File: config.mk
export PLATFORM = sky130hd
export DESIGN_NAME = tetris_board_renderer
export DESIGN_NICKNAME = d
export VERILOG_FILES = /design/src/rtl/tetris_vga_pkg.sv /design/src/rtl/render_cell_scanner.sv /design/src/rtl/tetris_board_renderer.sv
export SDC_FILE = /design/constraint.sdc
export NUM_CORES = 1
export LEC_CHECK = 0
export ABC_AREA = 1
export CAP_MARGIN = 40
export CORE_MARGIN = 10
export CORE_UTILIZATION = 57
export CTS_BUF_LIST = sky130_fd_sc_hd__clkbuf_4 sky130_fd_sc_hd__clkbuf_8
export DETAILED_ROUTE_END_ITERATION = 7
export PLACE_DENSITY = 0.92
export SLEW_MARGIN = 5
export SYNTH_ARGS = -nofsm -noshare
export SYNTH_HDL_FRONTEND = slang
export SYNTH_SLANG_ARGS = --single-unit
File: constraint.sdc
create_clock -name clock -period 7 [get_ports clock]
set_input_delay 1.05 -clock clock [delete_from_list [all_inputs] [get_ports clock]]
set_output_delay 1.05 -clock clock [all_outputs]
set_load 0.02 [all_outputs]
File: src/rtl/tetris_vga_pkg.sv
// tetris_vga_pkg: shared colour codes, default screen size, renderer FSM states and address-width helper
package tetris_vga_pkg;
   localparam logic [2:0] BLACK = 3'd0, BLUE = 3'd1, GREEN = 3'd2, CYAN = 3'd3;
   localparam logic [2:0] RED = 3'd4, MAGENTA = 3'd5, YELLOW = 3'd6, WHITE = 3'd7;
   localparam int SCREEN_W_DEF = 160;
   localparam int SCREEN_H_DEF = 120;
   typedef enum logic [2:0] {IDLE, CLEAR, DRAW, FLUSH, DONE} state_t;
   // Address width for n entries, never below 1 bit so a 1-wide board still gets a port.
   function automatic int clog2(input int n);
      int r;
      r = 1;
      while ((1 << r) < n) r++;
      return r;
   endfunction
endpackage

File: src/rtl/render_cell_scanner.sv
// render_cell_scanner: nested px/py/col/row counters with last-pixel flag
// Ports: clock, reset (sync, high); init forces all counters to 0; en advances one pixel;
//        px_max/col_max/row_max are the inclusive limits (px_max also bounds py);
//        px, py, col, row are the current scan position; last flags the final position.
module render_cell_scanner
   import tetris_vga_pkg::*;
(
   input  logic       clock,
   input  logic       reset,
   input  logic       init,
   input  logic       en,
   input  logic [3:0] px_max,
   input  logic [7:0] col_max,
   input  logic [6:0] row_max,
   output logic [3:0] px,
   output logic [3:0] py,
   output logic [7:0] col,
   output logic [6:0] row,
   output logic       last
);
   logic px_end, py_end, col_end, row_end;
   always_comb begin
      px_end  = px == px_max;
      py_end  = py == px_max;
      col_end = col == col_max;
      row_end = row == row_max;
      last    = px_end && py_end && col_end && row_end;
   end
   // At the final position every counter wraps to 0, so a following pass starts clean.
   always_ff @(posedge clock)
      if (reset || init) begin
         px  <= '0;
         py  <= '0;
         col <= '0;
         row <= '0;
      end else if (en) begin
         px <= px_end ? '0 : px + 1'b1;
         if (px_end) py <= py_end ? '0 : py + 1'b1;
         if (px_end && py_end) col <= col_end ? '0 : col + 1'b1;
         if (px_end && py_end && col_end) row <= row_end ? '0 : row + 1'b1;
      end
endmodule

File: src/rtl/tetris_board_renderer.sv
// tetris_board_renderer: streams an optional clear pass and the board cells to the VGA pixel-write port
// Ports: clock, reset (sync, high); start/clear_first/clear_colour request a frame;
//        cell_row/cell_col address the board RAM, cell_data returns one cycle later;
//        x, y, colour, plot drive the pixel writer; busy spans the frame, done pulses once at the end.
module tetris_board_renderer
   import tetris_vga_pkg::*;
#(
   parameter int         COLS         = 10,
   parameter int         ROWS         = 20,
   parameter int         BLOCK_SIZE   = 6,
   parameter int         X_START      = 50,
   parameter int         Y_START      = 0,
   parameter int         SCREEN_W     = SCREEN_W_DEF,
   parameter int         SCREEN_H     = SCREEN_H_DEF,
   parameter int         GRID_LINES   = 0,
   parameter logic [2:0] GRID_COLOUR  = BLACK,
   parameter logic [2:0] EMPTY_COLOUR = WHITE
)(
   input  logic                     clock,
   input  logic                     reset,
   input  logic                     start,
   input  logic                     clear_first,
   input  logic [2:0]               clear_colour,
   output logic [clog2(ROWS)-1:0]   cell_row,
   output logic [clog2(COLS)-1:0]   cell_col,
   input  logic [2:0]               cell_data,
   output logic [7:0]               x,
   output logic [6:0]               y,
   output logic [2:0]               colour,
   output logic                     plot,
   output logic                     busy,
   output logic                     done
);
   localparam int RW = clog2(ROWS);
   localparam int CW = clog2(COLS);
   state_t     state, state_n;
   logic [3:0] px, py, px_max;
   logic [7:0] col, col_max;
   logic [6:0] row, row_max;
   logic       last, scan_en;
   logic [2:0] clr_colour;
   logic       v1, clr1, grid1;
   logic [7:0] x1;
   logic [6:0] y1;

   render_cell_scanner u_scan (
      .clock   (clock),
      .reset   (reset),
      .init    (state == IDLE),
      .en      (scan_en),
      .px_max  (px_max),
      .col_max (col_max),
      .row_max (row_max),
      .px      (px),
      .py      (py),
      .col     (col),
      .row     (row),
      .last    (last)
   );

   always_ff @(posedge clock)
      state <= reset ? IDLE : state_n;

   // done is still high in the first IDLE cycle; gating on it rejects a start issued alongside done.
   always_comb begin
      state_n = state;
      case (state)
         IDLE:    if (start && !done) state_n = clear_first ? CLEAR : DRAW;
         CLEAR:   if (last) state_n = DRAW;
         DRAW:    if (last) state_n = FLUSH;
         FLUSH:   state_n = DONE;
         default: state_n = IDLE;
      endcase
   end

   // The clear pass reuses the scanner as 1-pixel cells over the whole screen.
   always_comb begin
      scan_en  = state == CLEAR || state == DRAW;
      px_max   = state == CLEAR ? 4'd0 : 4'(BLOCK_SIZE - 1);
      col_max  = state == CLEAR ? 8'(SCREEN_W - 1) : 8'(COLS - 1);
      row_max  = state == CLEAR ? 7'(SCREEN_H - 1) : 7'(ROWS - 1);
      cell_row = state == DRAW ? row[RW-1:0] : '0;
      cell_col = state == DRAW ? col[CW-1:0] : '0;
   end

   // Stage 1 lines up pixel coordinates with the RAM read; stage 2 is the output register.
   always_ff @(posedge clock)
      if (reset) begin
         clr_colour <= '0;
         v1         <= 1'b0;
         clr1       <= 1'b0;
         grid1      <= 1'b0;
         x1         <= '0;
         y1         <= '0;
         x          <= '0;
         y          <= '0;
         colour     <= '0;
         plot       <= 1'b0;
         busy       <= 1'b0;
         done       <= 1'b0;
      end else begin
         if (state == IDLE && state_n != IDLE) clr_colour <= clear_colour;
         v1     <= scan_en;
         clr1   <= state == CLEAR;
         grid1  <= GRID_LINES != 0 && (px == px_max || py == px_max);
         x1     <= state == CLEAR ? col : 8'(X_START + col * BLOCK_SIZE + px);
         y1     <= state == CLEAR ? row : 7'(Y_START + row * BLOCK_SIZE + py);
         x      <= x1;
         y      <= y1;
         plot   <= v1;
         colour <= !v1 ? 3'd0 : clr1 ? clr_colour : grid1 ? GRID_COLOUR :
                   cell_data == '0 ? EMPTY_COLOUR : cell_data;
         busy   <= state_n != IDLE;
         done   <= state == DONE;
      end
endmodule
==> flow_summary_export.csv <==
group,metric,value,unit
sta,fin_setup_tns,0,ps
routing,drtIter0Drc,245,
worst_setup_path,arrival,2180,ps
clock_tree,clockBufferDepth,2,
floorplan,die_height,96.7,um
cells_and_area,seqCellArea,1340,sq um
sta,min_period,3230,ps
power_and_ir_drop,p_leak,1.82,nW
sta,fin_crit_sh,46.2,%
worst_setup_path,crit_start,"state[1]",
worst_setup_path,critPathRequiredTime,5950,ps
floorplan,start_util,59.8,%
floorplan,die_area,9350,sq um
placement,gp_congestion,0.895,
sta,rsz0062_at_grt,"no",
worst_setup_path,r2r-end,"x1[7]",
worst_setup_path,cp_slowest_cell,"clkdlybuf4s50_1",
worst_setup_path,path_common_cell,"inv_2",
worst_setup_path,crit_end,"cell_col[1]",
yosys,ys_types,34,
global_route,grt_pass1_vias,2898,
yosys,syn_nets,478,
power_and_ir_drop,p_per_area,222,nW/um^2
clock_tree,cts_hold_buf,0,
sta,skew,4.46,ps
power_and_ir_drop,ir_drop,160,uV
worst_setup_path,crit_path_start_kind,"flop",
worst_setup_path,max_stage_delay,620,ps
hold_path,hp-class,"flop to flop",
cells_and_area,fin_area,4030,sq um
clock_tree,insertion_delay,350,ps
placement,port-buffer-count,39,
clock_tree,clkSinkCount,67,
worst_setup_path,worstReg2RegStart,"u_scan.col[1]",
cells_and_area,area_growth,20.2,%
placement,dp_hpwl,6100,um
worst_setup_path,critPathCaptureType,"primary output",
yosys,synth_area_leader_cell,"dfxtp_1",
clock_tree,cts-root-buf,"clkbuf_8",
sta,setup_violations,0,
routing,wl_per_cell,14.4,um
status,status,"finished, final reports clean",
placement,placed_area,3820,sq um
cells_and_area,fillers,414,
cells_and_area,diodes,0,
clock_tree,post_cts_resized,0,
floorplan,die_w,96.7,um
cells_and_area,fin_util,71.9,%
cells_and_area,drive_gt1_share,8.98,%
cells_and_area,final_nets,523,
floorplan,io_pins,40,
yosys,syn_area,3350,sq um
clock_tree,cts_made_buffers,9,
routing,dr.pass1.iters,5,
sta,worst_slew_pin_slew,831,ps
yosys,yosys-top-cells-area,"dfxtp_1, ha_1, inv_1",
worst_setup_path,criticalPathCategory,"flop to primary output",
worst_setup_path,path_delay_family,"buffers and inverters",
sta,clock.fmax,0.309,GHz
routing,route.detailed.drc,0,
cells_and_area,multi_input_area,1710,sq um
worst_setup_path,crit_fanout,11,
clock_tree,htreeDepth,3,
yosys,ys_ff_latch,67,
yosys,netlist_instances,440,
global_route,grt_pass1_wl,14000,um
routing,avgViaCountPerCell,5.49,
run,drv_cap,0,
worst_setup_path,crit_buf_inv,3,
worst_setup_path,path_cells,"inv_2, nor3_1, inv_2, nor2_1, clkdlybuf4s50_1",
routing,antenna_left,0,
worst_setup_path,r2r_cells,12,
sta,hold_violations,0,
routing,vias,3085,
global_route,antenna_found_initial,0,
routing,drt-total-wl,8120,um
clock_tree,cts_tree,"done",
clock_tree,clk_pin_slew,70,ps
worst_setup_path,cp.depth,5,
sta,slew_headroom,44.5,%
floorplan,coreArea,5610,sq um
global_route,grt_max_degree,25,
global_route,grt-ovfl-total,0,
yosys,yosysTopAreaCellShare,40.0,%
global_route,track_usage,17.6,%
clock_tree,post_cts_buffers,0,
worst_setup_path,r2r_setup_slack,4210,ps
yosys,avgSynthCellArea,7.62,sq um
yosys,seq_area_frac_synth,40.0,%
yosys,synth-warning-count,0,
floorplan,num_rows,27,
sta,drv_slew,0,
==> cells by family after synthesis <==
family          Yosys count  synth area share (%)
compound gates           68                  11.2
xor+xnor                 17                  4.44
fa+ha+maj                28                  11.3
buf+inv                  80                  8.95
flops                    67                  40.0
simple gates            180                  24.1
==> stage by stage <==
stage	setup slack (ps)	power, mW	hold WS (ps)	instances
2_1_floorplan	4540	0.506	388	440
6_report	3770	0.894	401	562
4_1_cts	3760	0.893	402	562
3_3_place_gp	3840	0.541	392	546
5_1_grt	3640	0.928	433	562
3_5_place_dp	3740	0.547	392	546
==> state kept, by name, indices dropped and copies added, names as in the netlist, 3 cells and up <==
signal and flops:
u_scan.py 4, x1 8, y1 7, u_scan.row 7, colour 3, state 3
u_scan.col 8, clr_colour 3, x 8, y 7, u_scan.px 4
==> cell type report <==
class / count / share of cell area [%]
multi-input combinational: 293 / 42.5
inverter: 75 / 6.98
tap: 72 / 2.23
timing repair buffer: 39 / 9.68
clock buffer: 11 / 3.44
clock inverter: 5 / 1.92
sequential: 67 / 33.3
==> worst min-delay path by stage <==
stage / from / endpoint / slack [ps] / depth (start not counted)
4_1_cts: x1[0] / x[0] / 400 / 2
6_report: x1[0] / x[0] / 400 / 2
3_3_place_gp: x1[0] / x[0] / 390 / 2
5_1_grt: y1[2] / y[2] / 430 / 2
3_5_place_dp: x1[0] / x[0] / 390 / 2
2_1_floorplan: x1[0] / x[0] / 390 / 2
==> metal layers <==
metal | up-vias | GRT usage (%) | share of wire [%]
met3 | 20 | 5.04 | 8.8
met2 | 153 | 28.0 | 46
met4 | 0 | 8.00 | 2.7
li1 | 1490 | - | -
met1 | 1422 | 21.3 | 42
met5 | - | 0 | 0
==> cells in the final DEF (no fill, tap or decap), types with 14 or more instances in the layout <==
cell type,n
nand2_1,61
ha_1,24
o21ai_0,15
a21oi_1,29
dfxtp_1,67
xor2_1,14
nor2_1,65
clkdlybuf4s50_1,39
nand3_1,24
inv_1,66
==> where the power goes <==
part | total [mW] | switching, mW | internal (mW)
Clock | 0.354 | 0.147 | 0.207
Combinational | 0.128 | 0.0857 | 0.0424
Sequential | 0.412 | 0.0107 | 0.402
==> tightest hold or removal path: stages, from the launching register on <==
cell and delay [ps]:
dfxtp_1 300, inv_1 40, nor2_1 30
==> cell usage after synthesis, drive strengths merged <==
library cell,number
o211ai,1
o21a,1
xor2,14
o22ai,8
a211oi,1
ha,24
o221ai,1
o32ai,1
inv,75
fa,4
nor2,74
o21ai,21
o21bai,1
and3,1
a21oi,29
nand2,67
clkbuf,5
a21o,1
or2,2
nand4,2
dfxtp,67
a31oi,3
nand3,26
xnor2,3
nor3,7
nor3b,1
Power figures use the tool's default switching activity.
